**src/rtl/bus_pkg.sv**
```systemverilog
// Shared definitions for the bus arbiter: default widths, bus command encoding
// and the round-robin pick helper.
package bus_pkg;
  localparam int AW_DEF  = 16;
  localparam int DW_DEF  = 16;
  localparam int MAX_REQ = 8;
  localparam int IDX_W   = 3;

  typedef enum logic [1:0] {
    CMD_IDLE = 2'd0,
    CMD_RD   = 2'd1,
    CMD_WR   = 2'd2
  } bus_cmd_e;

  typedef struct packed {
    logic             found;
    logic [IDX_W-1:0] idx;
  } rr_pick_t;

  // First requester at or after ptr, wrapping modulo n (n <= MAX_REQ).
  // Scanning from the farthest position down lets the nearest one win.
  function automatic rr_pick_t rr_pick(input logic [MAX_REQ-1:0] req,
                                       input logic [IDX_W-1:0]   ptr,
                                       input int                 n);
    rr_pick_t       res;
    logic [IDX_W:0] pos;
    res = '0;
    for (int k = MAX_REQ - 1; k >= 0; k--) begin
      if (k < n) begin
        pos = {1'b0, ptr} + (IDX_W+1)'(k);
        if (pos >= (IDX_W+1)'(n)) pos = pos - (IDX_W+1)'(n);
        if (req[pos[IDX_W-1:0]]) begin
          res.found = 1'b1;
          res.idx   = pos[IDX_W-1:0];
        end
      end
    end
    return res;
  endfunction
endpackage

```
**src/rtl/rr_arbiter.sv**
```systemverilog
// Combinational round-robin pick with a registered favour pointer; the pointer
// only moves past a winner when the grant is actually issued.
import bus_pkg::*;

module rr_arbiter #(
  parameter  int N_REQ = 4,
  localparam int IW    = (N_REQ > 1) ? $clog2(N_REQ) : 1
) (
  input  logic             clk_bus,
  input  logic             rst_bus,
  input  logic [N_REQ-1:0] req,
  input  logic             advance,
  output logic [N_REQ-1:0] gnt,
  output logic [IW-1:0]    winner,
  output logic             found
);
  logic [IW-1:0]      rr_ptr;
  logic [MAX_REQ-1:0] req_ext;
  logic [IDX_W-1:0]   ptr_ext;
  rr_pick_t           pick;

  always_comb begin
    req_ext              = '0;
    req_ext[N_REQ-1:0]   = req;
    ptr_ext              = '0;
    ptr_ext[IW-1:0]      = rr_ptr;
    pick                 = rr_pick(req_ext, ptr_ext, N_REQ);
  end

  assign found  = pick.found && ({1'b0, pick.idx} < (IDX_W+1)'(N_REQ));
  assign winner = pick.idx[IW-1:0];

  always_comb begin
    gnt = '0;
    if (found && advance) gnt[winner] = 1'b1;
  end

  always_ff @(posedge clk_bus or negedge rst_bus) begin
    if (!rst_bus) begin
      rr_ptr <= '0;
    end else if (found && advance) begin
      rr_ptr <= (winner == IW'(N_REQ - 1)) ? '0 : winner + 1'b1;
    end
  end
endmodule

```
**src/rtl/bus_arbiter.sv**
```systemverilog
// Shares the memory bus between the CPU (absolute priority, no stall) and
// N secondary masters served round-robin, with tagged one-cycle read return.
import bus_pkg::*;

module bus_arbiter #(
  parameter  int N_REQ = 4,
  parameter  int AW    = AW_DEF,
  parameter  int DW    = DW_DEF,
  localparam int IW    = (N_REQ > 1) ? $clog2(N_REQ) : 1
) (
  input  logic                clk_bus,
  input  logic                rst_bus,
  input  logic [AW-1:0]       cpu_addr,
  input  logic [DW-1:0]       cpu_dout,
  input  logic                cpu_write,
  input  logic                cpu_read,
  output logic [DW-1:0]       cpu_din,
  input  logic [N_REQ-1:0]    req,
  input  logic [N_REQ-1:0]    req_we,
  input  logic [N_REQ*AW-1:0] req_addr,
  input  logic [N_REQ*DW-1:0] req_wdata,
  output logic [N_REQ-1:0]    gnt,
  output logic [N_REQ-1:0]    rvalid,
  output logic [DW-1:0]       rdata,
  output logic [AW-1:0]       mem_addr,
  output logic [DW-1:0]       mem_wdata,
  output logic                mem_we,
  output logic                mem_re,
  input  logic [DW-1:0]       mem_rdata
);
  logic          cpu_cycle;
  logic          found;
  logic [IW-1:0] winner;
  logic          rd_pend;
  logic [IW-1:0] rd_id;
  logic          cpu_rd_pend;
  bus_cmd_e      cmd;

  assign cpu_cycle = cpu_read | cpu_write;

  rr_arbiter #(.N_REQ(N_REQ)) u_rr (
    .clk_bus (clk_bus),
    .rst_bus (rst_bus),
    .req     (req),
    .advance (~cpu_cycle),
    .gnt     (gnt),
    .winner  (winner),
    .found   (found)
  );

  always_comb begin
    cmd       = CMD_IDLE;
    mem_addr  = '0;
    mem_wdata = '0;
    if (cpu_cycle) begin
      mem_addr  = cpu_addr;
      mem_wdata = cpu_dout;
      cmd       = cpu_write ? CMD_WR : CMD_RD;
    end else if (found) begin
      mem_addr  = req_addr[int'(winner)*AW +: AW];
      mem_wdata = req_wdata[int'(winner)*DW +: DW];
      cmd       = req_we[winner] ? CMD_WR : CMD_RD;
    end
  end

  assign mem_we = (cmd == CMD_WR);
  assign mem_re = (cmd == CMD_RD);

  // Return routing uses only the registered tag, so a CPU cycle on the
  // return beat cannot misdirect the data.
  always_ff @(posedge clk_bus or negedge rst_bus) begin
    if (!rst_bus) begin
      rd_pend     <= 1'b0;
      rd_id       <= '0;
      cpu_rd_pend <= 1'b0;
    end else begin
      rd_pend     <= !cpu_cycle && found && !req_we[winner];
      if (!cpu_cycle && found) rd_id <= winner;
      cpu_rd_pend <= cpu_cycle && mem_re;
    end
  end

  always_comb begin
    rvalid        = '0;
    rvalid[rd_id] = rd_pend;
  end

  assign rdata   = mem_rdata;
  assign cpu_din = mem_rdata;

  a_single_return: assert property (@(posedge clk_bus) disable iff (!rst_bus)
                                    !(rd_pend && cpu_rd_pend));
endmodule

```
**config.mk**
```make
export PLATFORM = sky130hd
export DESIGN_NAME = bus_arbiter
export DESIGN_NICKNAME = d
export VERILOG_FILES = /design/src/rtl/bus_pkg.sv /design/src/rtl/rr_arbiter.sv /design/src/rtl/bus_arbiter.sv
export SDC_FILE = /design/constraint.sdc
export NUM_CORES = 1
export LEC_CHECK = 0
export BUFFER_PORTS_ARGS = -buffer_cell sky130_fd_sc_hd__buf_2
export CORE_AREA = 10 10 93 95
export DETAILED_ROUTE_END_ITERATION = 10
export DIE_AREA = 0 0 103 105
export GPL_TIMING_DRIVEN = 1
export HOLD_SLACK_MARGIN = 0.03
export PLACE_DENSITY = 0.88
export SKIP_LAST_GASP = 1
export SYNTH_ARGS = -nofsm -noshare
export SYNTH_HDL_FRONTEND = slang
export SYNTH_SLANG_ARGS = --single-unit
```
**constraint.sdc**
```tcl
create_clock -name clk_bus -period 4.5 [get_ports clk_bus]
set_input_delay 0.225 -clock clk_bus [delete_from_list [all_inputs] [get_ports clk_bus]]
set_output_delay 0.225 -clock clk_bus [all_outputs]
set_load 0.02 [all_outputs]
```
Yosys cells after proc, flatten, opt, wreduce, memory -nomap -nowiden:

Index checks and enable logic that the tools add are counted.

* input bits: 188
* output and inout bits: 74
* logic and storage cells: 72
* register bits: 5

* multiplexer cells: 32
* bitwise gates (word level): 3
* shift-type cells: 2
* magnitude comparators: 13
* equal/unequal tests: 3
* add/subtract/negate cells: 8
* reduce and logical (&&, ||, !) cells: 8

Operators with widths (number)
* $shiftx A64 B7 Y16: 2
* $mux W16: 4
* $mux W4: 5
* $lt A3 B4 Y1 const B: 4
* $bmux W1 S3: 4
* $ge A4 B3 Y1 const B: 3
* $mux W3: 4
* $mux W2: 5
* $sub A3 B3 Y3 const B: 3
* $mux W1: 7
* $add A2 B2 Y3 const B: 2
* $logic_and A1 B1 Y1: 6
* $lt A2 B3 Y1 const B: 2
* $and A4 B4 Y4: 1
* $demux W1 S2: 2
* $eq A2 B2 Y1 const B: 2
* $ge A2 B1 Y1 const B: 2
* $add A2 B1 Y3 const B: 1
* $ge A2 B3 Y1 const B: 1
* $lt A3 B3 Y1 const B: 1
* $sub A2 B3 Y3 const B: 1
* $add A2 B1 Y2 const B: 1
* $bmux W1 S2: 1
* $eq A2 B1 Y1 const B: 1
* 3 further kinds: 4

Longest topological paths before layout:

Gate-level depths: netlist of the first run.

* word-level depth: 15
* depth in mapped cells: 14
* gate-level depth less buffers: 10

Cells and area by module:

Synthesis of the first run repeated with hierarchy kept, for this count alone.

* cells, all modules: 256
* area total of the unflattened synthesis: 2374.8 um^2

By module, submodules not included
* bus_arbiter: area an instance 1931.9 um^2, cells each 209, instances 1, sequential area each 75.1 um^2
* rr_arbiter: area an instance 442.9 um^2, cells each 47, instances 1, sequential area each 50.0 um^2

Least setup slack after synthesis of the first run:

OpenSTA, ideal clock, no wires.

* path kind: reg2out
* start point: register u_rr.rr_ptr[0]
* end point: output mem_re
* path buffers: 4
* arrival time: 2.918 ns
* data required time: 4.275 ns
* path slack: 1.357 ns
* cell stages (with the launch flop): 13
* cells stage by stage: dfrtp_1 > buf_6 > inv_1 > ha_1 > buf_4 > or3_1 > a31oi_1 > o22ai_1 > clkbuf_1 > buf_6 > a2111oi_0 > a21oi_1 > o31ai_1

* word-level cells in the longest chain between the ends: 15
* elaborated cells between the ends (all ways): 35
* those cells by class: add/sub: 7; order compare: 5; eq/ne: 1; mux: 21; reduce/logical: 1

Ends and longest elaborated chain
* start: declaration: line rr_arbiter.sv:17 `logic [IW-1:0] rr_ptr;`
* start signal: assignment: line rr_arbiter.sv:42 `rr_ptr <= (winner == IW'(N_REQ - 1)) ? '0 : winner + 1'b1;`
* $add A2 B2 Y3: line bus_pkg.sv:30 `pos = {1'b0, ptr} + (IDX_W+1)'(k);`
* $ge A4 B3 Y1 / $sub A3 B3 Y3 (equally long branches): line bus_pkg.sv:31 `if (pos >= (IDX_W+1)'(n)) pos = pos - (IDX_W+1)'(n);`
* $mux W3: line bus_pkg.sv:31
* $bmux W1 S3: line bus_pkg.sv:32 `if (req[pos[IDX_W-1:0]]) begin`
* $mux W1 (implied by the code): line bus_pkg.sv:32
* $mux W4 (3 in a row): line bus_pkg.sv:32
* $mux W4 *: line bus_pkg.sv:32
* $bmux W1 S2: line bus_arbiter.sv:62 `cmd = req_we[winner] ? CMD_WR : CMD_RD;`
* $mux W1 (implied by the code): line bus_arbiter.sv:62
* $mux W2: line bus_arbiter.sv:62
* $mux W2 *: line bus_arbiter.sv:59 `end else if (found) begin`
* $mux W2 *: line bus_arbiter.sv:55 `if (cpu_cycle) begin`
* $eq A2 B1 Y1 *: line bus_arbiter.sv:67 `assign mem_re = (cmd == CMD_RD);`
* end: declaration: line bus_arbiter.sv:28 `output logic mem_re,`

Mark *: on every way between the ends. The rest lies on a longest branch, timed or not. The select of a mux whose other input is x is not followed.

Worst setup path in the final report of the first run:

* start point: register u_rr.rr_ptr[0]
* end point: output mem_wdata[2]

* word-level cells in the longest chain between the ends: 13
* elaborated cells between the ends (all ways): 32
* those cells by class: add/sub: 7; order compare: 5; shift: 1; mux: 18; reduce/logical: 1

Ends and longest elaborated chain
* $add A2 B2 Y3: line bus_pkg.sv:30
* $ge A4 B3 Y1 / $sub A3 B3 Y3 (equally long branches): line bus_pkg.sv:31
* $mux W3: line bus_pkg.sv:31
* $bmux W1 S3: line bus_pkg.sv:32
* $mux W1 (implied by the code): line bus_pkg.sv:32
* $mux W4 (3 in a row): line bus_pkg.sv:32
* $mux W4 *: line bus_pkg.sv:32
* branches (longest 2 deep; another with $shiftx A64 B7 Y16)
* $mux W16 *: line bus_arbiter.sv:59
* $mux W16 *: line bus_arbiter.sv:55
* end: declaration: line bus_arbiter.sv:26 `output logic [DW-1:0] mem_wdata,`

Every way passes the cells marked *. The select of a mux whose other input is x is not followed.

==> metrics.md, run 1 <==
| Metric | Value |
|---|---|
| Largest area contributor in the netlist | mux2i_1 |
| DIE AREA | 10800 um2 |
| Main combinational cell family by area after synthesis | multiplexers |
| Final GP Congestion | 0.981 |
| GR Util met3 | 6.39% |
| Number of global-route vias before repair | 3041 |
| H-tree levels | 1 |
| Top cells by area, synth | mux2i_1 30%, a211o_1 12%, buf_4 12%, nor2_1 12%, dfrtp_1 5.3% |
| Drt drc | 0 |
| IO buf count | 213 |
| Logic pwr share | 90.6% |
| Worst hold path class | primary input to async pin |
| Startpoint types | register |
| First-pass GRT wire length | 15700 um |
| Sequential share of power | 4.9% |
| Kind of critical path | register to output pin |
| Fmax | 254 MHz |
| Post-DP HPWL | 9040 um |
| PnR worst setup slack | 557 ps |
| Tcrit/Tclk final | 87.6% |
| P_sw | 0.00105 W |
| Non-filler instance count after layout | 554 |
| Switching part of the total power | 53.9% |
| Mux share of post-synthesis cell area | 34.2% |
| Layout Skew | 5.34 ps |
| CTS sink count | 5 |
| Simple-gate area share of the yosys netlist | 19.5% |
| Root Driver | clkbuf_8 |
| # rows | 30 |
| Final non-filler cell area | 3220 um2 |
| Placed cells | 548 |
| Complex-gate fraction of the synthesized area | 18.0% |
| Layout cells sized above 1 | 49.9% |
| Int Pwr | 0.000901 W |
| Rel. slew slack | 42.5% |
| Data arrival, critical path | 3720 ps |
| Synth warn | 0 |
| Post-synthesis sequential area ratio | 5.29% |
| Synth top area share | 30.4% |
| Starting Density | 35.0% |
| Nets@finish | 671 |
| Busiest grt layer | met2 |
| Worst skew pair latency | 230 ps |
| Post-DR vias/cell | 5.20 |
| Syn-to-layout area delta | 36.2% |
| PD cells | 607 nW/um2 |
| Overall power | 0.00195 W |
| Place WS | 774 ps |
| Commonest non-fill, non-tap cell in the layout | buf_2 |
| Worst VDD drop | 0.000404 V |
| DRT Pass-1 Iters | 4 |
| Antenna-violating nets left | 0 |
| #FFs+latches synth | 5 |
| Worst setup EP type | output pin |
| Final setup vio count | 0 |
| Syn_area_per_cell | 7.74 um2 |
| Period minus WS final | 3940 ps |
| Mapped Area | 2370 um2 |
| Setup slack, reg-to-reg | 1380 ps |
| Final Max Slew Viols | 0 |
| Die Y | 105 um |
| Vias | 2879 |
| Longest Clk Path Bufs | 2 |
| Adder-cell share of the synthesized area | 4.76% |
| Clock Power Share | 4.5% |
| Clock transition at path regs | 40 ps |
| Setup TNS | 0 ps |
| Critical path fanouts, max | 33 |
| Die W | 103 um |
| Post-Route WL | 10600 um |
| Max Cap Viol | 0 |
| Core box area | 6760 um2 |
| Distinct cell type count after synthesis | 36 |
| TritonCTS Buffers | 3 |
| Unrepaired setup endpoints after global routing | no |
| Total Routing Usage GR | 17.9% |
| Drt wl/cell | 19.1 um |
| Global route overflow | 0 |
| CTS tree | done |
| Starting DRT DRC Count | 81 |
| Final hold violations | 0 |
| Syn nets | 503 |
| Most frequent cells in the layout | 213 x buf_2, 73 x nor2_1, 72 x mux2i_1 |
| Initial antenna violation count | 0 |
| Status | complete, no violations |
| Post-Synth XOR/XNOR Area | 0% |
| Largest net degree at the start of global routing | 46 |
| Met2 GRT Util | 32.5% |
| Worst Tran Pin Value | 859 ps |
| Setup bufs post-CTS | 0 |
| Met1 Resource Use GR | 18.1% |
| Cell area after placement | 3170 um2 |
| Gate Count Post-Synth | 306 |
| Top-level port count | 262 |
| WP data required | 4280 ps |
| Static leakage | 1.94 nW |
metal layers:
layer / wire length, um / share of wire, %
met1: 3650 / 35
met2: 5410 / 51
met3: 1210 / 11
met4: 296 / 2.8
met5: 0 / 0
synthesized netlist by cell type:
library cell   instances
buf_6                  7
nor2b_1                1
or3_1                  1
nand2b_1               3
o22ai_1                1
buf_4                 37
nor2_1                73
a211o_1               32
mux2i_1               72
inv_1                  4
clkbuf_1               1
a31oi_1                2
o31ai_1                1
or2_2                  3
nor3b_1                1
a2111oi_0              1
a311oi_1               1
nand3_1                2
a21oi_1                3
and3_1                 2
nor2_2                 1
a22oi_1                1
o21ai_4                1
a2111oi_4              1
nor3_1                 4
dlygate4sd1_1          3
buf_2                  6
dfrtp_1                5
nand3_2                1
mux2_2                 2
nand2_1               11
mux4_2                 3
o21ai_0                4
a21o_1                 2
ha_1                   9
and2_2                 4
power by group through the flow:
stage	sequential [W]	clock [W]	combinational (W)
2_1_floorplan	0.0000866	0	0.00147
3_3_place_gp	0.0000941	0	0.00174
3_5_place_dp	0.0000958	0	0.00178
4_1_cts	0.0000954	0.0000862	0.00178
5_1_grt	0.0000993	0.0000887	0.00193
6_report	0.0000959	0.0000871	0.00177
flip-flops by register name, indices dropped and copies added (netlist names):
name         flops
rd_id            2
u_rr.rr_ptr      2
rd_pend          1
critical path, cell delays in order (launching register included):
cell,delay [ps]
dfrtp_1,310
buf_4,220
inv_1,170
ha_1,490
mux4_2,360
a21o_1,220
a2111oi_4,420
nor2_2,180
nand3_2,510
nor2_1,120
a211o_1,300
buf_2,160
per-stage QoR:
| stage | util [%] | hold slack (ps) |
|---|---|---|
| after floorplan | - | -70.6 |
| after global placement | 46.9 | 48.9 |
| after detailed placement | 46.9 | 54.1 |
| after CTS | 47.7 | 350 |
| after global routing | 47.7 | 364 |
| final | 47.7 | 346 |
path summary, 6_finish.rpt:
| kind | from | to | depth (start not counted) |
|---|---|---|---|
| hold reg to reg | rd_id[1] | rd_id[1] | 2 |
| setup reg to reg | u_rr.rr_ptr[0] | rd_id[1] | 9 |
| hold / removal | rst_bus | rd_id[1] | 2 |
| setup / recovery | u_rr.rr_ptr[0] | mem_wdata[2] | 11 |
| min in group clk_bus | mem_rdata[13] | rdata[13] | 0 |
| max in group asynchronous | rst_bus | rd_pend | 2 |
kinds of logic after synthesis:
| family | Yosys count |
|---|---|
| multiplexers | 77 |
| adder cells (fa/ha/maj) | 9 |
| buffers and inverters | 58 |
| flip-flops | 5 |
| AND/OR/NAND/NOR | 107 |
| AO/OA/AOI/OAI | 50 |
final cells by class:
cell class | instances | area [um2]
fill | 661 | 3530
multi-input combinational | 243 | 1820
timing repair buffer | 217 | 1110
sequential | 5 | 125
tap | 80 | 100
clock buffer | 4 | 45.0
inverter | 4 | 15.0
antenna | 1 | 2.50
what timing repair did:
item	in CTS	in global routing
hold buffers	1	0
hold endpoints to repair	5	0
resized for setup	0	0
Note: power is estimated with default switching activity, not from simulation.
==> inputs of run 2 (changes only) <==
Settings changed: BUFFER_PORTS_ARGS -buffer_cell sky130_fd_sc_hd__buf_2 to -buffer_cell sky130_fd_sc_hd__buf_4.
==> run 2 against run 1 <==
Global-route usage rose by 0.97 points. Power up 4.1%. Critical path depth decreased by 1. Highest routed layer unchanged. Largest cell class unchanged. Sequential cell count unchanged. Fmax fell by 5.1%. Non-clock buffer count shrank 1. Worst hold slack lost 6.2 ps. Routed wire length rose by 5.2%.
==> metrics.md, run 2 (same netlist as run 1, synthesis figures left out) <==
| Metric | Value |
|---|---|
| Post-Route WL | 11100 um (was 10600 um) |
| DRT Pass-1 Iters | 4 (unchanged) |
| Kind of critical path | register to output pin (unchanged) |
| Startpoint types | register (unchanged) |
| Layout Skew | 1.48 ps (was 5.34 ps) |
| Number of global-route vias before repair | 3078 (was 3041) |
| Period minus WS final | 4160 ps (was 3940 ps) |
| CP endpoint | mem_wdata[15] (was mem_wdata[2]) |
| Total Routing Usage GR | 18.9% (was 17.9%) |
| Rel. slew slack | 41.0% (was 42.5%) |
| Tcrit/Tclk final | 92.4% (was 87.6%) |
| Antenna-violating nets left | 0 (unchanged) |
| CTS tree | done (unchanged) |
| RR Startpoint | u_rr.rr_ptr[0] (unchanged) |
| Worst VDD drop | 0.000447 V (was 0.000404 V) |
| Reg2reg end | u_rr.rr_ptr[1] (was rd_id[1]) |
| Syn-to-layout area delta | 58.0% (was 36.2%) |
| Crit path from | u_rr.rr_ptr[0] (unchanged) |
| Drt wl/cell | 20.1 um (was 19.1 um) |
| Clock transition at path regs | 40 ps (about the same) |
| Final hold violations | 0 (unchanged) |
| Worst hold path class | primary input to async pin (unchanged) |
| Worst stage delay on the critical path | 670 ps (was 510 ps) |
| Vias | 2904 (was 2879) |
| Fmax | 241 MHz (was 254 MHz) |
| Delay-heaviest family, CP | compound AO/OA/AOI/OAI gates (unchanged) |
| Crit path cell chain | inv_1 -> ha_1 -> mux4_2 -> a21o_1 -> a2111oi_4 -> nor2_2 -> o21ai_4 -> nor2_1 -> a211o_1 -> buf_4 (was buf_4 -> inv_1 -> ha_1 -> mux4_2 -> a21o_1 -> a2111oi_4 -> nor2_2 -> nand3_2 -> nor2_1 -> a211o_1 -> buf_2) |
| Largest net degree at the start of global routing | 41 (was 46) |
| Critical path fanouts, max | 32 (was 33) |
| Most frequent cells in the layout | 215 x buf_4, 73 x nor2_1, 72 x mux2i_1 (was 213 x buf_2, 73 x nor2_1, 72 x mux2i_1) |
| Longest Clk Path Bufs | 2 (unchanged) |
| First-pass GRT wire length | 16400 um (was 15700 um) |
| Setup bufs post-CTS | 0 (unchanged) |
| Post-DP HPWL | 9490 um (was 9040 um) |
| Final setup vio count | 0 (unchanged) |
| Top-level port count | 262 (unchanged) |
| Starting Density | 35.0% (unchanged) |
| Post-DR vias/cell | 5.26 (was 5.20) |
| Max Cap Viol | 0 (unchanged) |
| Data arrival, critical path | 3930 ps (was 3720 ps) |
| PD cells | 544 nW/um2 (was 607 nW/um2) |
| Starting DRT DRC Count | 94 (was 81) |
| Global route overflow | 0 (unchanged) |
| DIE AREA | 10800 um2 (unchanged) |
| Cells on worst reg2reg path | 9 (unchanged) |
| Setup TNS | 0 ps (unchanged) |
| Status | complete, no violations (unchanged) |
| Nets@finish | 670 (was 671) |
| Core box area | 6760 um2 (unchanged) |
| Setup slack, reg-to-reg | 1120 ps (was 1380 ps) |
| IO buf count | 213 (unchanged) |
| # rows | 30 (unchanged) |
| CP max-delay cell | dfrtp_1 (was nand3_2) |
| CTS sink count | 5 (unchanged) |
| Ant diodes | 0 (was 1) |
| Initial antenna violation count | 0 (unchanged) |
| Worst setup EP type | output pin (unchanged) |
| Drt drc | 0 (unchanged) |
| Regs by FF count | rd_id x2, u_rr.rr_ptr x2, rd_pend x1 (unchanged) |
| Layout cells sized above 1 | 49.8% (was 49.9%) |
| Worst Tran Pin Value | 881 ps (was 859 ps) |
| Final Max Slew Viols | 0 (unchanged) |
| Die Y | 105 um (unchanged) |
| Static leakage | 2.11 nW (was 1.94 nW) |
| Root Driver | clkbuf_8 (unchanged) |
| WP buf/inv | 2 (was 3) |
| TritonCTS Buffers | 3 (unchanged) |
| Placed cells | 547 (was 548) |
| Worst skew pair latency | 230 ps (about the same) |
| WP data required | 4280 ps (about the same) |
| H-tree levels | 1 (unchanged) |
| Unrepaired setup endpoints after global routing | no (unchanged) |
| Non-filler instance count after layout | 552 (was 554) |
| Commonest non-fill, non-tap cell in the layout | buf_4 (was buf_2) |
| Crit. path cell count | 10 (was 11) |
| Final GP Congestion | 0.875 (was 0.981) |
| Die W | 103 um (unchanged) |
## run 2: cell count changes in the layout (fill, tap and decap cells not counted), sizes merged
cell and change:
diode -1, buf -1
## run 2: final cells by class
type	count	area [um2]
clock buffers	4	45.0
fillers	597	3020
inverters	4	15.0
multi-input cells	243	1830
flip-flops and latches	5	125
well taps	80	100
repair buffers	216	1620
## run 2: worst min-delay path by stage
stage,from,to
after floorplan,rst_bus,rd_id[0]
after global placement,rst_bus,rd_id[1]
after detailed placement,rst_bus,rd_id[1]
after CTS,rst_bus,u_rr.rr_ptr[1]
after global routing,rst_bus,u_rr.rr_ptr[1]
final,rst_bus,u_rr.rr_ptr[1]
## run 2: power breakdown
| group | switching, W | internal (W) | total (W) |
|---|---|---|---|
| clock network | 0.0000255 | 0.0000611 | 0.0000866 |
| registers | 0.0000526 | 0.0000664 | 0.000119 |
| logic | 0.000979 | 0.000851 | 0.00183 |
| total | 0.00106 | 0.000978 | 0.00204 |
## run 2: timing repair
item | CTS | global route
endpoints found under the hold margin | 5 | 0
setup endpoints to repair | 0 | 11
hold buffers | 1 | 0
resized for setup | 0 | 1
## run 2: layer usage
| metal | global-route usage, % | wire length, um | up-vias |
|---|---|---|---|
| met5 | 0 | 0 | - |
| li1 | - | - | 1386 |
| met2 | 36.2 | 5830 | 152 |
| met4 | 3.38 | 193 | 0 |
| met3 | 7.44 | 1210 | 34 |
| met1 | 18.2 | 3870 | 1332 |
## run 2: per-stage QoR
stage	hold WS [ps]	util (%)	setup WS (ps)	total power, W	instance area [um2]
detailed placement	33.7	54.4	479	0.00195	3680
CTS	342	55.3	236	0.00204	3730
global placement	31.3	54.4	610	0.00191	3680
global route	347	55.4	76.7	0.00220	3740
finish	340	55.4	343	0.00204	3740
floorplan	-70.6	-	1360	0.00156	2370
